[config.mk]
export PLATFORM = sky130hd
export DESIGN_NAME = serial_rxtx_fifo_leds
export DESIGN_NICKNAME = d
export VERILOG_FILES = /design/src/rtl/serial_rxtx_fifo_leds.sv
export SDC_FILE = /design/constraint.sdc
export NUM_CORES = 1
export LEC_CHECK = 0
export CAP_MARGIN = 20
export CORE_UTILIZATION = 45
export DETAILED_ROUTE_END_ITERATION = 8
export MAX_ROUTING_LAYER = met4
export SYNTH_ARGS = -nofsm -noshare
export SYNTH_HDL_FRONTEND = slang
export SYNTH_SLANG_ARGS = --single-unit
[constraint.sdc]
create_clock -name clk -period 3.05 [get_ports clk]
set_clock_uncertainty 0.15 [all_clocks]
set_input_delay 0.61 -clock clk [delete_from_list [all_inputs] [get_ports clk]]
set_output_delay 0.61 -clock clk [all_outputs]
set_load 0.02 [all_outputs]
[src/rtl/serial_rxtx_fifo_leds.sv]
// serial_rxtx_fifo_leds: UART echo with per-byte transform, TX FIFO, overflow flag and LED drive
module async_receiver #(
  parameter int ClkFrequency = 24000000,
  parameter int Baud = 115200
) (
  input  logic       clk,
  input  logic       rst,
  input  logic       RxD,
  output logic       RxD_data_ready,
  output logic [7:0] RxD_data
);
  localparam int Div = ClkFrequency / Baud;
  logic [1:0] sync;
  logic act, rdy;
  logic [7:0] sh;
  logic [15:0] cnt;
  logic [3:0] n;
  assign RxD_data_ready = rdy;
  assign RxD_data = sh;
  // bit 0 is the start bit re-checked at mid-bit, bits 1..8 data LSB first, bit 9 stop
  always_ff @(posedge clk)
    if (rst) begin
      sync <= 2'b11;
      act <= 1'b0;
      rdy <= 1'b0;
      sh <= '0;
      cnt <= '0;
      n <= '0;
    end else begin
      sync <= {sync[0], RxD};
      rdy <= 1'b0;
      if (!act) begin
        if (!sync[1]) begin
          act <= 1'b1;
          cnt <= 16'(Div / 2 - 1);
          n <= '0;
        end
      end else if (cnt != '0) cnt <= cnt - 16'd1;
      else begin
        cnt <= 16'(Div - 1);
        n <= n + 4'd1;
        if (n == 4'd0 && sync[1]) act <= 1'b0;
        else if (n == 4'd9) begin
          act <= 1'b0;
          rdy <= sync[1];
        end else if (n != 4'd0) sh <= {sync[1], sh[7:1]};
      end
    end
endmodule

module async_transmitter #(
  parameter int ClkFrequency = 24000000,
  parameter int Baud = 115200
) (
  input  logic       clk,
  input  logic       rst,
  input  logic       TxD_start,
  input  logic [7:0] TxD_data,
  output logic       TxD,
  output logic       TxD_busy
);
  localparam int Div = ClkFrequency / Baud;
  logic run;
  logic [9:0] sh;
  logic [15:0] cnt;
  logic [3:0] n;
  assign TxD = run ? sh[0] : 1'b1;
  assign TxD_busy = run;
  always_ff @(posedge clk)
    if (rst) begin
      run <= 1'b0;
      sh <= '1;
      cnt <= '0;
      n <= '0;
    end else if (!run) begin
      if (TxD_start) begin
        run <= 1'b1;
        sh <= {1'b1, TxD_data, 1'b0};
        cnt <= 16'(Div - 1);
        n <= '0;
      end
    end else if (cnt != '0) cnt <= cnt - 16'd1;
    else begin
      cnt <= 16'(Div - 1);
      n <= n + 4'd1;
      sh <= {1'b1, sh[9:1]};
      if (n == 4'd9) run <= 1'b0;
    end
endmodule

module serial_rxtx_fifo_leds #(
  parameter int ClkFrequency = 24000000,
  parameter int Baud = 115200,
  parameter int NumberOfLEDs = 2,
  parameter int FifoAddrBits = 4
) (
  input  logic                    clk,
  input  logic                    rst,
  input  logic                    RxD,
  input  logic [1:0]              mode,
  output logic                    TxD,
  output logic [NumberOfLEDs-1:0] LED,
  output logic                    overflow,
  output logic [FifoAddrBits:0]   fifo_level
);
  localparam int DEPTH = 2 ** FifoAddrBits;
  localparam logic [1:0] IDLE = 2'd0, START = 2'd1, WAIT_BUSY = 2'd2, WAIT_DONE = 2'd3;
  logic rx_ready, tx_busy, tx_start, full, accept;
  logic [7:0] rx_data, tx_data, xf;
  logic [7:0] mem [DEPTH];
  logic [FifoAddrBits-1:0] wp, rp;
  logic [1:0] state;
  async_receiver #(.ClkFrequency(ClkFrequency), .Baud(Baud)) u_rx (
    .clk, .rst, .RxD, .RxD_data_ready(rx_ready), .RxD_data(rx_data)
  );
  async_transmitter #(.ClkFrequency(ClkFrequency), .Baud(Baud)) u_tx (
    .clk, .rst, .TxD_start(tx_start), .TxD_data(tx_data), .TxD, .TxD_busy(tx_busy)
  );
  always_comb begin
    xf = mode == 2'd0 ? rx_data + 8'd1 :
         mode == 2'd1 ? rx_data :
         mode == 2'd2 ? ((rx_data >= 8'h61 && rx_data <= 8'h7A) ? rx_data - 8'h20 : rx_data) :
         ~rx_data;
    tx_start = state == START;
    tx_data = mem[rp];
    full = fifo_level == (FifoAddrBits + 1)'(DEPTH);
    accept = rx_ready && (!full || tx_start);
  end
  always_ff @(posedge clk)
    if (accept) mem[wp] <= xf;
  // IDLE also waits out TxD_busy so a start can never overlap a frame
  always_ff @(posedge clk)
    if (rst) begin
      LED <= '0;
      overflow <= 1'b0;
      fifo_level <= '0;
      wp <= '0;
      rp <= '0;
      state <= IDLE;
    end else begin
      if (rx_ready) LED <= rx_data[NumberOfLEDs-1:0];
      if (rx_ready && !accept) overflow <= 1'b1;
      if (accept) wp <= wp + FifoAddrBits'(1);
      if (tx_start) rp <= rp + FifoAddrBits'(1);
      fifo_level <= (accept && !tx_start) ? fifo_level + (FifoAddrBits + 1)'(1) :
                    (tx_start && !accept) ? fifo_level - (FifoAddrBits + 1)'(1) : fifo_level;
      state <= state == IDLE ? ((fifo_level != '0 && !tx_busy) ? START : IDLE) :
               state == START ? WAIT_BUSY :
               state == WAIT_BUSY ? (tx_busy ? WAIT_DONE : WAIT_BUSY) :
               (tx_busy ? WAIT_DONE : IDLE);
    end
endmodule
==> results of run 1 <==
-- cell families (layout without fill, tap and decap cells) --
kind of cell | count (synthesis) | after routing | synth area share
simple gates | 212 | 212 | 0.125
xor+xnor | 20 | 20 | 0.0189
fa+ha+maj | 25 | 25 | 0.0346
mux | 58 | 58 | 0.106
buf+inv | 57 | 114 | 0.0247
compound gates | 132 | 132 | 0.0945
flops | 212 | 212 | 0.596
-- registers in the layout (all words and copies together), names as in the netlist, named ones only --
signal and cells:
u_tx.sh 9, u_rx.RxD_data_ready 1, fifo_level 5, mem 128, u_rx.n 4, u_tx.TxD_busy 1
u_rx.RxD_data 8, u_rx.sync 2, wp 4, state 2, u_tx.n 4, u_rx.act 1
overflow 1, u_tx.cnt 16, rp 4, u_rx.cnt 16, LED 2
-- final timing paths --
| check | startpoint | endpoint | slack [ps] | depth (start not counted) |
|---|---|---|---|---|
| setup reg to reg | state[0] | fifo_level[4] | 300 | 11 |
| hold reg to reg | u_rx.sync[0] | u_rx.sync[1] | 290 | 1 |
| setup / recovery | state[0] | fifo_level[4] | 300 | 11 |
| hold / removal | u_rx.sync[0] | u_rx.sync[1] | 290 | 1 |
-- timing repair --
item | in CTS | in global routing
gates resized for setup | 0 | 1
endpoints found under the setup margin | 0 | 1
endpoints found under the hold margin | 0 | 0
-- stage by stage --
step | TNS, ps | total power, uW | hold WS (ps) | area, um2 | setup slack (ps)
2_1_floorplan | 0 | 4690 | 239 | 9270 | 137
3_3_place_gp | 0 | 5120 | 247 | 9900 | 66.0
3_5_place_dp | -285 | 5180 | 274 | 9900 | -18.3
4_1_cts | 0 | 7740 | 291 | 10600 | 154
5_1_grt | 0 | 8080 | 291 | 10600 | 59.0
6_report | 0 | 7680 | 286 | 10600 | 303
-- synth_stat cells (all sizes together) (10+ instances only) --
| library cell | instances | share of area |
|---|---|---|
| nand2b | 12 | 0.0081 |
| mux4 | 32 | 0.078 |
| nand3 | 12 | 0.0065 |
| nand2 | 35 | 0.014 |
| nor4 | 11 | 0.013 |
| nor3 | 19 | 0.012 |
| clkbuf | 20 | 0.0082 |
| mux2i | 25 | 0.027 |
| xnor2 | 12 | 0.011 |
| nor2 | 69 | 0.028 |
| buf | 13 | 0.0067 |
| o21ai | 24 | 0.013 |
| ha | 24 | 0.032 |
| a21oi | 38 | 0.021 |
| inv | 24 | 0.0097 |
| edfxtp | 128 | 0.41 |
| dfxtp | 84 | 0.18 |
| and3 | 12 | 0.0081 |
| a311oi | 10 | 0.0094 |
-- final cells by class --
class | instances | area, um2
Timing Repair Buffer | 50 | 428
Clock buffer | 29 | 608
Sequential cell | 212 | 5530
Fill cell | 1685 | 9650
Multi-Input combinational cell | 447 | 3520
Clock inverter | 11 | 77.6
Inverter | 24 | 90.1
Tap cell | 270 | 338
-- cells in the final DEF, fill, tap and decap left out, types with 5 or more instances in the layout --
| cell type | synthesis | layout |
|---|---|---|
| nor2b_1 | 5 | 5 |
| dfxtp_1 | 84 | 83 |
| nand2_1 | 34 | 34 |
| ha_1 | 24 | 24 |
| nand3_1 | 12 | 12 |
| clkbuf_1 | 19 | 5 |
| mux2i_1 | 25 | 25 |
| mux4_2 | 32 | 32 |
| a31oi_1 | 6 | 6 |
| and3_1 | 12 | 12 |
| a211oi_1 | 8 | 8 |
| edfxtp_1 | 128 | 128 |
| nand2b_1 | 12 | 12 |
| o21ai_0 | 22 | 22 |
| nor2_1 | 69 | 69 |
| buf_4 | 0 | 35 |
| xor2_1 | 8 | 8 |
| clkdlybuf4s50_1 | 0 | 12 |
| nor4_1 | 7 | 6 |
| inv_1 | 24 | 24 |
| clkbuf_16 | 0 | 23 |
| a41oi_1 | 7 | 7 |
| o22ai_1 | 7 | 7 |
| clkinv_2 | 0 | 5 |
| o31ai_1 | 6 | 6 |
| or3_1 | 8 | 8 |
| nor3_1 | 17 | 17 |
| nand4_1 | 6 | 6 |
| a2111o_1 | 5 | 5 |
| a21oi_1 | 38 | 38 |
| xnor2_1 | 12 | 12 |
| a311oi_1 | 10 | 10 |
-- power by group through the flow --
stage	Sequential, uW	Clock [uW]	Combinational, uW
global placement	3450	0	1660
global route	3450	2730	1910
finish	3420	2530	1730
CTS	3410	2600	1720
floorplan	3430	0	1260
detailed placement	3470	0	1710
-- layer usage --
| layer | global-route usage | part of all wire |
|---|---|---|
| met1 | 0.262 | 0.44 |
| met2 | 0.316 | 0.48 |
| met3 | 0.0292 | 0.047 |
| met4 | 0.0716 | 0.027 |
| met5 | - | 0 |
==> results.cfg, run 1 <==
[status]
outcome = completed

[cts]
path_clk_slew_ps = 60
cts_max_level = 1
clock_latency_ps = 490
post_cts_buffers = 0
cts.sinks = 212
cts_tree = built
cts_buffers = 23
cts_root_buf = clkbuf_16
clockBufferDepth = 3
hold_buffers = 0

[timing]
hold_violations = 0
slew_violations = 0
period_needed_ps = 2750
max_freq_ghz = 0.364
max_slew_margin = 0.238
setup_viol = 0
worst_pin_slew_ps = 1130
rsz0062_at_grt = false
fin_crit_sh = 0.901

[logic_synthesis]
ys_warn_count = 0
ys.flop_type = edfxtp_1
synth-async-reset-ratio = 0
syn_area_um2 = 9270
yosysSeqAreaShare = 0.596
postSynthAreaPerCell_um2 = 12.9
ys_ff_latch = 212
synth_cells = 716
yosysUniqueCellTypes = 66
synth-edff-count = 128
syn_nets = 746

[detailed_routing]
routed_wirelength_um = 20000
wl_per_cell_um = 19.2
drc = 0
vias_per_cell = 5.74
drt-initial-drc-count = 470
ant_nets = 0
vias = 5989
drtPass1Iterations = 7

[setup_path]
crit_path_end_kind = flip-flop
cp.required_ps = 3330
cp_max_fo = 6
critPathSlowestCell = fa_1
cpPeakStageDelay_ps = 420
crit_family = compound AO/OA/AOI/OAI gates
startpoint_type = flip-flop
path_class = reg -> reg
path_cells = nor2b_1 -> inv_1 -> a31oi_2 -> ha_1 -> inv_1 -> fa_1 -> a21o_1 -> a21oi_1 -> xnor2_1 -> or3_1 -> a21oi_1
arrival_ps = 3030
crit_buf_inv = 2

[global_routing]
grt_use_total = 0.199
overflow = 0
grt_pass1_wl_um = 32200
grt_pass1_vias = 5927
grt_antenna_before_repair = 1
grt_max_degree = 75

[final_layout]
antenna_cells = 0
drive_gt1_frac = 0.158
syn_to_final_growth_pct = 14.2
final_cells = 1043
final_util = 0.523
nets = 788

[power_and_ir_drop]
power_density_nw_per_um2 = 725
ir_drop_uv = 334
switching_share = 0.289
power_report.internal_total_uw = 5460
clkPwrFrac = 0.330
power_frac_seq = 0.445
power.switching_uw = 2220
leakagePower_uw = 0.00353
combPwrFrac = 0.226

[place]
gp_congestion = 0.864
hpwl_um = 13100
place_inst = 1003
io_buffers = 13

[hold_path]
min_path_type = reg -> reg

[floorplan]
dieHeight_um = 146
core_area_um2 = 20200
io_pins = 14
start_util = 0.458
die_w_um = 146
rows = 52
die_area_um2 = 21200

[job]
drv_cap = 0
(Power assumes the default switching activity.)
==> inputs of run 2 (changes only) <==
--- a/config.mk
+++ b/config.mk
@@ -9,6 +9,7 @@
 export CORE_UTILIZATION = 45
 export DETAILED_ROUTE_END_ITERATION = 8
 export MAX_ROUTING_LAYER = met4
+export RECOVER_POWER = 50
 export SYNTH_ARGS = -nofsm -noshare
 export SYNTH_HDL_FRONTEND = slang
 export SYNTH_SLANG_ARGS = --single-unit
==> run 2 against run 1 <==
  * The run now ends with max-capacitance violations, max-slew violations left
  * Hold slack got worse by 2.2 ps
  * Clock-buffer cell count unchanged
  * Critical path depth is the same
  * Register-to-register slack got worse by 50 ps
  * Clock power hardly changed
  * Design area fell by 0.80%
  * Final cell count unchanged
  * Combinational power about the same
  * Sequential power about the same
  * Critical path type unchanged
  * Largest cell class unchanged
==> results.cfg, run 2 (same netlist as run 1, synthesis figures left out) <==
[status]
outcome = finished with violations
violations = max-capacitance violations, max-slew violations

[global_routing]
grt_pass1_wl_um = 32200
grt_antenna_before_repair = 1
grt_max_degree = 75
grt_use_total = 0.199
grt_pass1_vias = 5927
overflow = 0

[detailed_routing]
wl_per_cell_um = 19.2
vias_per_cell = 5.74
routed_wirelength_um = 20000
drt-initial-drc-count = 451
drtPass1Iterations = 5
vias = 5990
ant_nets = 0
drc = 0

[final_layout]
largest_reg_flops = 128
multi_input_area_um2 = 3510
final_cells = 1043
final_common_cell = edfxtp_1
fill_cells = 1709
antenna_cells = 0
layout_common_cells = 128 x edfxtp_1, 83 x dfxtp_1, 69 x nor2_1
syn_to_final_growth_pct = 13.3
reg_top3 = mem: 128 flops, u_rx.cnt: 16 flops, u_tx.cnt: 16 flops
regMostFlops = mem
final_util = 0.519
regArea_um2 = 5530
drive_gt1_frac = 0.135
nets = 788

[floorplan]
rows = 52
io_pins = 14
dieHeight_um = 146
start_util = 0.458
die_area_um2 = 21200
die_w_um = 146
core_area_um2 = 20200

[timing]
max_slew_margin = -0.00932
rsz0062_at_grt = false
setup_viol = 0
hold_violations = 0
fin_crit_sh = 0.917
worst_pin_slew_ps = 1510
period_needed_ps = 2800
slew_violations = 75
max_freq_ghz = 0.358

[setup_path]
path_class = reg -> reg
arrival_ps = 3050
r2r-start = state[0]
cp_max_fo = 6
startpoint_type = flip-flop
crit_path_end_kind = flip-flop
cp.required_ps = 3310
crit_path_start = state[0]

[cts]
path_clk_slew_ps = 60
cts_buffers = 23
clockBufferDepth = 3
cts.sinks = 212
clock_latency_ps = 500
cts_tree = built
cts_max_level = 1
cts_root_buf = clkbuf_16

[power_and_ir_drop]
ir_drop_uv = 337
p_total_uw = 7670
leakagePower_uw = 0.00346
power_density_nw_per_um2 = 730

[hold_path]
min_path_type = reg -> reg
min_from = u_rx.sync[0]

[place]
place_inst = 1003
hpwl_um = 13100
gp_congestion = 0.864
io_buffers = 13

[job]
drv_cap = 1
run 2: critical path: stages, from the launching register on:
cell,delay (ps)
dfxtp_1,410
nor2b_1,200
inv_1,80
a31oi_1,230
ha_1,220
inv_1,110
fa_1,420
a21o_1,200
a21oi_1,170
xnor2_1,90
or3_1,300
a21oi_1,130
run 2: per-stage QoR:
step	setup slack [ps]	area [um2]	hold slack, ps	setup TNS [ps]
floorplan	137	9270	239	0
global placement	66.0	9900	247	0
detailed placement	-18.3	9900	274	-285
CTS	154	10600	291	0
global route	59.0	10500	291	0
finish	254	10500	284	0
run 2: power breakdown:
part / internal, uW / switching [uW]
Sequential: 3210 / 203
Clock: 1490 / 1060
Combinational: 756 / 957
Total: 5450 / 2220
run 2: layout make-up:
| type | instances | area share |
|---|---|---|
| well taps | 270 | 0.0322 |
| inverters | 24 | 0.00858 |
| clock buffers | 29 | 0.0579 |
| flip-flops and latches | 212 | 0.526 |
| multi-input cells | 447 | 0.334 |
| repair buffers | 50 | 0.0338 |
| clock inverters | 11 | 0.00739 |
run 2: what timing repair did:
item                       CTS  global route
resized for setup            0             1
hold buffers                 0             0
setup endpoints to repair    0             1
buffers inserted             0             0
run 2: routing by layer:
metal  wire length (um)  track usage  vias up  share of wire
li1                   -            -     2815              -
met1               8730        0.262     2989           0.44
met2               9650        0.316      151           0.48
met3               1060       0.0292       35          0.053
met4                569       0.0716        0          0.028
met5                  0            -        -              0
run 2: final timing paths:
| kind | end | cells past startpoint | slack [ps] |
|---|---|---|---|
| setup reg to reg | fifo_level[4] | 11 | 250 |
| hold / removal | u_rx.sync[1] | 1 | 280 |
| hold reg to reg | u_rx.sync[1] | 1 | 280 |
| setup / recovery | fifo_level[4] | 11 | 250 |
==> inputs of run 3 (changes only) <==
--- a/config.mk
+++ b/config.mk
@@ -6,6 +6,7 @@
 export NUM_CORES = 1
 export LEC_CHECK = 0
 export CAP_MARGIN = 20
+export CORE_MARGIN = 10
 export CORE_UTILIZATION = 45
 export DETAILED_ROUTE_END_ITERATION = 8
 export MAX_ROUTING_LAYER = met4
==> run 3 against run 2 <==
  * The run now ends clean
  * Via count down 0.57%
  * Maximum frequency up 0.22%
  * Register-to-register slack barely moved
  * Global-route usage is 4.3 points lower
  * Critical path depth unchanged
  * Clock power up 3%
  * Power grew 0.76%
  * Clock-buffer cell count rose by 5
  * First-iteration DRC count decreased by 4.7%
  * Largest power group unchanged
  * Highest routed layer unchanged
==> results.cfg, run 3 (same netlist as run 1, synthesis figures left out) <==
[floorplan]
die_w_um = 164
die_area_um2 = 26700
start_util = 0.458
io_pins = 14
core_area_um2 = 20200
rows = 52
dieHeight_um = 164

[job]
drv_cap = 0

[global_routing]
grt_pass1_wl_um = 32500
grt_use_total = 0.156
grt_pass1_vias = 5997
grt_max_degree = 75
overflow = 0
grt_antenna_before_repair = 0

[setup_path]
cpPeakStageDelay_ps = 420
cp.required_ps = 3320
critPathSlowestCell = fa_1
path_class = reg -> reg
cp_max_fo = 6
startpoint_type = flip-flop
arrival_ps = 3060
crit_path_end_kind = flip-flop
path_cells = nor2b_1 -> inv_1 -> a31oi_2 -> ha_1 -> inv_1 -> fa_1 -> a21o_1 -> a21oi_1 -> xnor2_1 -> or3_1 -> a21oi_1

[detailed_routing]
routed_wirelength_um = 20100
drtPass1Iterations = 5
vias = 5956
ant_nets = 0
drc = 0
vias_per_cell = 5.69
drt-initial-drc-count = 430
wl_per_cell_um = 19.2

[status]
outcome = completed

[timing]
hold_violations = 0
layout_setup_ws_ps = 260
max_slew_margin = 0.246
period_needed_ps = 2790
rsz0062_at_grt = false
setup_viol = 0
fin_crit_sh = 0.915
worst_pin_slew_ps = 1120
hold-worst-slack_ps = 262
max_freq_ghz = 0.358
setup_tns_ps = 0
slew_violations = 0

[power_and_ir_drop]
leakagePower_uw = 0.00351
power_density_nw_per_um2 = 732
ir_drop_uv = 370

[cts]
post_cts_resized = 0
cts.sinks = 212
path_clk_slew_ps = 50
cts_max_level = 1
clockBufferDepth = 3
cts_tree = built
clock_latency_ps = 490
cts_root_buf = clkbuf_16
post_cts_buffers = 0
hold_buffers = 0
cts_buffers = 23

[place]
io_buffers = 13
gp_congestion = 0.802
place_ws_ps = -53.1
hpwl_um = 13200

[final_layout]
largest_reg_flops = 128
final_common_cell = edfxtp_1
regMostFlops = mem
reg_top3 = mem: 128 flops, u_rx.cnt: 16 flops, u_tx.cnt: 16 flops
final_util = 0.522
syn_to_final_growth_pct = 13.9
antenna_cells = 0
nets = 793
drive_gt1_frac = 0.136
fill_cells = 1681
layout_common_cells = 128 x edfxtp_1, 83 x dfxtp_1, 69 x nor2_1

[hold_path]
min_path_type = reg -> reg
-- run 3: changes by cell type in the layout (fill, tap and decap cells not counted), moves of 2 or more --
| cell | previous run | this run |
|---|---|---|
| clkbuf_1 | 21 | 26 |
| clkinv_1 | 4 | 0 |
| clkbuf_2 | 1 | 3 |
| dlygate4sd3_1 | 1 | 5 |
| clkdlybuf4s50_1 | 11 | 7 |
| buf_12 | 1 | 3 |
| clkinv_2 | 5 | 3 |
-- run 3: worst paths after layout --
check                                     end  depth (start not counted)  slack [ps]    startpoint
worst max-delay path            fifo_level[4]                         11         260      state[0]
worst min-delay path             u_rx.sync[1]                          1         260  u_rx.sync[0]
worst max register to register  fifo_level[4]                         11         260      state[0]
worst min register to register   u_rx.sync[1]                          1         260  u_rx.sync[0]
-- run 3: power by group --
part           switching [uW]  total, uW  internal [uW]  leakage (uW)
Clock                    1040       2620           1580      0.000342
Combinational             936       1670            739       0.00132
Sequential                220       3430           3210       0.00185
-- run 3: per-stage QoR --
| step | cell area (um2) | instances | power [uW] |
|---|---|---|---|
| 3_5_place_dp | 9940 | 1007 | 5190 |
| 5_1_grt | 10600 | 1047 | 8130 |
| 6_report | 10600 | 1047 | 7730 |
| 2_1_floorplan | 9270 | 716 | 4690 |
| 3_3_place_gp | 9940 | 1007 | 5130 |
| 4_1_cts | 10600 | 1046 | 7830 |
-- run 3: layout make-up --
| cell class | instances | area, um2 | share of cell area |
|---|---|---|---|
| tap | 270 | 338 | 0.0320 |
| inverter | 24 | 90.1 | 0.00853 |
| sequential | 212 | 5530 | 0.523 |
| clock inverter | 5 | 75.1 | 0.00711 |
| timing repair buffer | 55 | 413 | 0.0391 |
| clock buffer | 34 | 627 | 0.0594 |
| multi-input combinational | 447 | 3490 | 0.331 |
-- run 3: metal layers --
layer,GRT usage,part of all wire,up-vias
li1,-,-,2830
met1,0.194,0.44,2983
met2,0.260,0.50,118
met3,0.0282,0.051,25
met4,0.0394,0.015,0
met5,-,0,-
-- run 3: worst max-delay path: cells and delay by family (launching register included) --
| kind | cells | cell delay (ps) |
|---|---|---|
| buf+inv | 2 | 250 |
| flops | 1 | 390 |
| xor+xnor | 1 | 90 |
| compound gates | 4 | 740 |
| simple gates | 2 | 490 |
| fa+ha+maj | 2 | 630 |
==> edit 1 (settings of run 3) <==
Register the output `fifo_level` once more, without a reset; this adds one clock of latency there. The other outputs are not delayed to match.
--- a/src/rtl/serial_rxtx_fifo_leds.sv
+++ b/src/rtl/serial_rxtx_fifo_leds.sv
@@ -105,6 +105,8 @@
 );
   localparam int DEPTH = 2 ** FifoAddrBits;
   localparam logic [1:0] IDLE = 2'd0, START = 2'd1, WAIT_BUSY = 2'd2, WAIT_DONE = 2'd3;
+
+  logic [FifoAddrBits:0] fifo_level_s0;
   logic rx_ready, tx_busy, tx_start, full, accept;
   logic [7:0] rx_data, tx_data, xf;
   logic [7:0] mem [DEPTH];
@@ -123,7 +125,7 @@
          ~rx_data;
     tx_start = state == START;
     tx_data = mem[rp];
-    full = fifo_level == (FifoAddrBits + 1)'(DEPTH);
+    full = fifo_level_s0 == (FifoAddrBits + 1)'(DEPTH);
     accept = rx_ready && (!full || tx_start);
   end
   always_ff @(posedge clk)
@@ -133,7 +135,7 @@
     if (rst) begin
       LED <= '0;
       overflow <= 1'b0;
-      fifo_level <= '0;
+      fifo_level_s0 <= '0;
       wp <= '0;
       rp <= '0;
       state <= IDLE;
@@ -142,11 +144,15 @@
       if (rx_ready && !accept) overflow <= 1'b1;
       if (accept) wp <= wp + FifoAddrBits'(1);
       if (tx_start) rp <= rp + FifoAddrBits'(1);
-      fifo_level <= (accept && !tx_start) ? fifo_level + (FifoAddrBits + 1)'(1) :
-                    (tx_start && !accept) ? fifo_level - (FifoAddrBits + 1)'(1) : fifo_level;
-      state <= state == IDLE ? ((fifo_level != '0 && !tx_busy) ? START : IDLE) :
+      fifo_level_s0 <= (accept && !tx_start) ? fifo_level_s0 + (FifoAddrBits + 1)'(1) :
+                    (tx_start && !accept) ? fifo_level_s0 - (FifoAddrBits + 1)'(1) : fifo_level_s0;
+      state <= state == IDLE ? ((fifo_level_s0 != '0 && !tx_busy) ? START : IDLE) :
                state == START ? WAIT_BUSY :
                state == WAIT_BUSY ? (tx_busy ? WAIT_DONE : WAIT_BUSY) :
                (tx_busy ? WAIT_DONE : IDLE);
     end
+  always_ff @(posedge clk) begin
+    fifo_level <= fifo_level_s0;
+  end
+
 endmodule
Function: same outputs for any inputs over 10 cycles, from zero or initial values and one cycle with rst high; that may be too few to reach the edited logic, so the function may still have changed.
==> edit 1 against run 3 <==
  * First-iteration DRC count down 17%
  * Sequential cell count up 5
  * Area after synthesis up 0.86%
  * Cell area up 0.20%
  * Sequential power up 4%
  * Critical path depth down 1
  * Die area up 0.75%
  * Synthesized cell count up 1.1%
  * Routed wire length down 3.4%
  * Power up 0.91%
  * Largest cell class unchanged
  * Worst setup slack worse by 0.046 ns
==> edit 1: results (changes against run 3) <==
* Outcome: completed
* End of the worst register-to-register path: fifo_level_s0[4]$_SDFFE_PP0P_
* Met2 global-route usage at 0.242 (-0.0180)
* Post-placement cell count at 1008 (+0.099%)
* Seq/Total Area, Yosys at 0.602 (+0.00560)
* Unique cell type count in the Yosys netlist at 69 (+4.5%)
* Largest net degree at the start of global routing at 32 (-57%)
* Drt via density at 5.66 (-0.44%)
* Fraction of layout cells with a size suffix above 1 at 0.132 (-0.00437)
* Critical R2R Launch: fifo_level_s0[0]$_SDFFE_PP0P_
* First-pass GRT wire length at 32000 um (-1.3%)
* Slowest stage cell, crit path: nor4_2
* Syn Inst Count at 724 (+1.1%)
* Worst hold slack at 0.266 ns (+0.00368 ns)
* GR Util met3 at 0.0208 (-0.00741)
* Leak at 3.55 nW (+1.3%)
* HPWL after detailed placement at 13000 um (-1.9%)
* Clock Latency Late Sink at 0.51 ns (+0.02 ns)
* Max incr delay on CP at 0.46 ns (+0.04 ns)
* Reg-to-reg slack, setup at 0.21 ns (-0.05 ns)
* M1 GR Usage at 0.199 (+0.00427)
* Rel. slew slack at 0.0398 (-0.206)
* Crit path DAT at 3.12 ns (+0.06 ns)
* Tot GR Track Use at 0.150 (-0.00609)
* VDD IR max at 0.434 mV (+17%)
* Synth area leaders: edfxtp_1, dfxtp_1, mux4_2, ha_1, nor2_1
* Final cell count without fillers at 1050 (+0.29%)
* Wirelength per Cell at 18.4 um (-3.7%)
* Critical Path Fanout Max at 5 (-1)
* Post-synthesis net count at 754 (+1.1%)
* Vias in the first global route at 6165 (+2.8%)
* FF-to-FF path depth at 10 (-1)
* Nets@finish at 794 (+0.13%)
* CTS buffer count at 22 (-4.3%)
* Most common library cells after synthesis: edfxtp_1, dfxtp_1, nor2_1
==> edit 1: area by class of cell <==
class	instances	area (um2)
Multi-Input combinational cell	452	3490
Fill cell	1737	9780
Clock inverter	15	104
Timing Repair Buffer	49	367
Clock buffer	25	572
Inverter	22	82.6
Tap cell	270	338
Sequential cell	217	5630
==> edit 1: routing by layer <==
layer,vias to the layer above,wire [um]
met4,0,235
li1,2838,-
met1,2947,8790
met5,-,0
met3,20,974
met2,142,9370
==> edit 1: through the flow <==
| stage | area [um2] | setup TNS [ns] | setup WS [ns] |
|---|---|---|---|
| 2_1_floorplan | 9350 | 0 | 0.129 |
| 3_3_place_gp | 9950 | 0 | 0.138 |
| 3_5_place_dp | 9950 | -0.291 | -0.0185 |
| 4_1_cts | 10600 | 0 | 0.0550 |
| 5_1_grt | 10600 | 0 | 0.0273 |
| 6_report | 10600 | 0 | 0.214 |
==> edit 1: kinds of logic after synthesis <==
family                   count (synthesis)  synth area share
AO/OA/AOI/OAI                          148             0.103
buffers and inverters                   55            0.0238
multiplexers                            53            0.0997
adder cells (fa/ha/maj)                 25            0.0343
AND/OR/NAND/NOR                        208             0.120
XOR/XNOR                                18            0.0169
flip-flops                             217             0.602
==> edit 1: power by group <==
group          internal [mW]  leakage (nW)  switching, mW
Clock                   1.43         0.330           1.08
Combinational          0.762          1.33          0.965
Sequential              3.31          1.89          0.253
Total                   5.50          3.55           2.30
==> edit 1: how the worst max path moves through the flow <==
| stage | slack (ns) | start | endpoint | cells past startpoint |
|---|---|---|---|---|
| after global placement | 0.14 | mode[0] | mem[1][5]$_DFFE_PP_ | 5 |
| after floorplan | 0.13 | state[0]$_SDFF_PP0_ | fifo_level_s0[4]$_SDFFE_PP0P_ | 12 |
| after CTS | 0.06 | fifo_level_s0[0]$_SDFFE_PP0P_ | fifo_level_s0[4]$_SDFFE_PP0P_ | 10 |
| after global routing | 0.03 | state[0]$_SDFF_PP0_ | fifo_level_s0[4]$_SDFFE_PP0P_ | 11 |
| after detailed placement | -0.02 | mode[1] | mem[0][5]$_DFFE_PP_ | 5 |
| final | 0.21 | fifo_level_s0[0]$_SDFFE_PP0P_ | fifo_level_s0[4]$_SDFFE_PP0P_ | 10 |
==> edit 1: worst max-delay path: cells and delay by family (launching register included) <==
| kind | cells | cell delay [ns] |
|---|---|---|
| AO/OA/AOI/OAI | 4 | 0.69 |
| XOR/XNOR | 1 | 0.10 |
| adder cells (fa/ha/maj) | 2 | 0.53 |
| buffers and inverters | 1 | 0.14 |
| flip-flops | 1 | 0.38 |
| AND/OR/NAND/NOR | 2 | 0.77 |
==> edit 2 (flow settings as in run 3) <==
Without the edit above. Set the parameter `FifoAddrBits` to 5 (it was 4).
--- a/src/rtl/serial_rxtx_fifo_leds.sv
+++ b/src/rtl/serial_rxtx_fifo_leds.sv
@@ -92,7 +92,7 @@
   parameter int ClkFrequency = 24000000,
   parameter int Baud = 115200,
   parameter int NumberOfLEDs = 2,
-  parameter int FifoAddrBits = 4
+  parameter int FifoAddrBits = 5
 ) (
   input  logic                    clk,
   input  logic                    rst,
Interface: changed (resized fifo_level); port bits go from 14 to 15. No check against the original RTL was run, so the function may have changed too.
==> edit 2 against run 3 <==
  * The flow now finishes with violations (max-capacitance violations, max-slew violations)
  * Area after synthesis rose by 55%
  * Largest power group unchanged
  * Non-clock buffer count rose by 23
  * Sequential cell count rose by 132
  * Power rose by 59%
  * Cell area rose by 57%
  * Worst setup slack got worse by 0.078 ns
  * Combinational power rose by 34%
  * Largest cell class unchanged
  * Routed wire length rose by 53%
==> edit 2: results (changes against run 3) <==
* Outcome: finished, violations left
* Failing checks: max-capacitance violations, max-slew violations
* Slowest stage cell, crit path: clkbuf_1
* Reg-to-reg slack, setup at 0.18 ns (-0.08 ns)
* Sequential share of power at 0.443 (about the same)
* Clock Latency Late Sink at 0.53 ns (+0.04 ns)
* DR WL met3 at 1410 um (+38%)
* Clock sink count at 344 (+62%)
* Leak at 5.52 nW (+57%)
* CTS buffer count at 37 (+61%)
* Plain + repair buffers at 78 (+42%)
* FF-to-FF path depth at 8 (-3)
* Register Area at 9450 um2 (+71%)
* Seq/Total Area, Yosys at 0.656 (+0.0597)
* Tot GR Track Use at 0.162 (+0.00516)
* GR Util met3 at 0.0238 (-0.00436)
* Final clock-cell share at 0.0760 (+0.00951)
* Largest regs: mem (256), u_rx.cnt (16), u_tx.cnt (16)
* WL met2 at 14600 um (+47%)
* Met2 global-route usage at 0.251 (-0.00908)
* Nets@finish at 1095 (+38%)
* Wirelength per Cell at 20.5 um (+6.9%)
* Largest net degree at the start of global routing at 59 (-21%)
* HPWL after detailed placement at 19000 um (+43%)
* Slew Limit Fails at 35 (+35)
* End of the worst register-to-register path: mem[3][3]$_DFFE_PP_
* Max incr delay on CP at 0.51 ns (+0.09 ns)
* Gpl congestion at 0.818 (+1.9%)
* CP top delay family: buffers and inverters
* First-pass GRT wire length at 48400 um (+49%)
* Max-Cap Viols at 1 (+1)
* Logic pwr share at 0.182 (-0.035)
* Drt via density at 5.72 (+0.50%)
* M1 GR Usage at 0.215 (+0.0204)
* Internal Pwr Total at 8.95 mW (+62%)
* Non-clock buffer share at 0.0353 (-0.00378)
* Crit path DAT at 2.88 ns (-0.18 ns)
* Unique cell type count in the Yosys netlist at 64 (-3.0%)
* Multi-input gate share of total cell area at 0.283 (-0.0475)
* Post-synthesis net count at 1028 (+38%)
* Most common library cells after synthesis: edfxtp_1, nor2_1, dfxtp_1
* Wl on met1 at 13800 um (+58%)
* Fraction of layout cells with a size suffix above 1 at 0.182 (+0.0456)
* Critical Path Fanout Max at 9 (+3)
* Inverters at 28 (+17%)
* VDD IR max at 0.492 mV (+33%)
* Initial DRC count at 576 (+34%)
* Input/output buffers at 14 (+1)
* Multi-In Gates at 575 (+29%)
* Worst Max-Slew Pin Slew at 1.52 ns (+0.401 ns)
* FILL cells at 2622 (+56%)
* Post-synth EDFFs at 256 (+100%)
* Clock Buffer Count at 46 (+35%)
* Synth area leaders: edfxtp_1, dfxtp_1, mux4_2, nor2_1, mux2i_1
==> edit 2: per-stage QoR <==
stage               setup slack (ns)  instances  instance area [um2]  total power, mW  hold WS (ns)
floorplan                      0.153        997                14400             7.13         0.239
global placement               0.337       1427                15400             7.76         0.250
detailed placement             0.326       1427                15400             7.76         0.257
CTS                            0.291       1495                16700             12.4         0.275
global route                  0.0690       1495                16600             12.8         0.278
finish                         0.182       1495                16600             12.3         0.270
==> edit 2: logic make-up (layout without fill, tap and decap cells) <==
kind of cell             after synthesis  count (layout)  share of synthesized area
flip-flops                           344             344                      0.656
AND/OR/NAND/NOR                      271             271                     0.0945
AO/OA/AOI/OAI                        164             164                     0.0801
multiplexers                          90              90                      0.110
buffers and inverters                 78             174                     0.0215
adder cells (fa/ha/maj)               26              26                     0.0231
XOR/XNOR                              24              24                     0.0146
==> edit 2: worst reg2reg max path: stages (launching register included) <==
cell and delay [ns]:
dfxtp_1 0.39, nor2b_1 0.19, inv_1 0.12, a41oi_2 0.24, clkbuf_1 0.51, nand2_1 0.16, buf_4 0.21, nor2_1 0.10
clkbuf_1 0.43
==> edit 2: worst max-delay path by stage <==
| stage | to | slack (ns) | depth (start not counted) |
|---|---|---|---|
| floorplan | mem[0][5]$_DFFE_PP_ | 0.15 | 8 |
| detailed placement | fifo_level[5]$_SDFFE_PP0P_ | 0.33 | 11 |
| CTS | fifo_level[5]$_SDFFE_PP0P_ | 0.29 | 11 |
| global route | mem[10][5]$_DFFE_PP_ | 0.07 | 8 |
| finish | mem[3][3]$_DFFE_PP_ | 0.18 | 8 |
| global placement | mem[17][6]$_DFFE_PP_ | 0.34 | 6 |
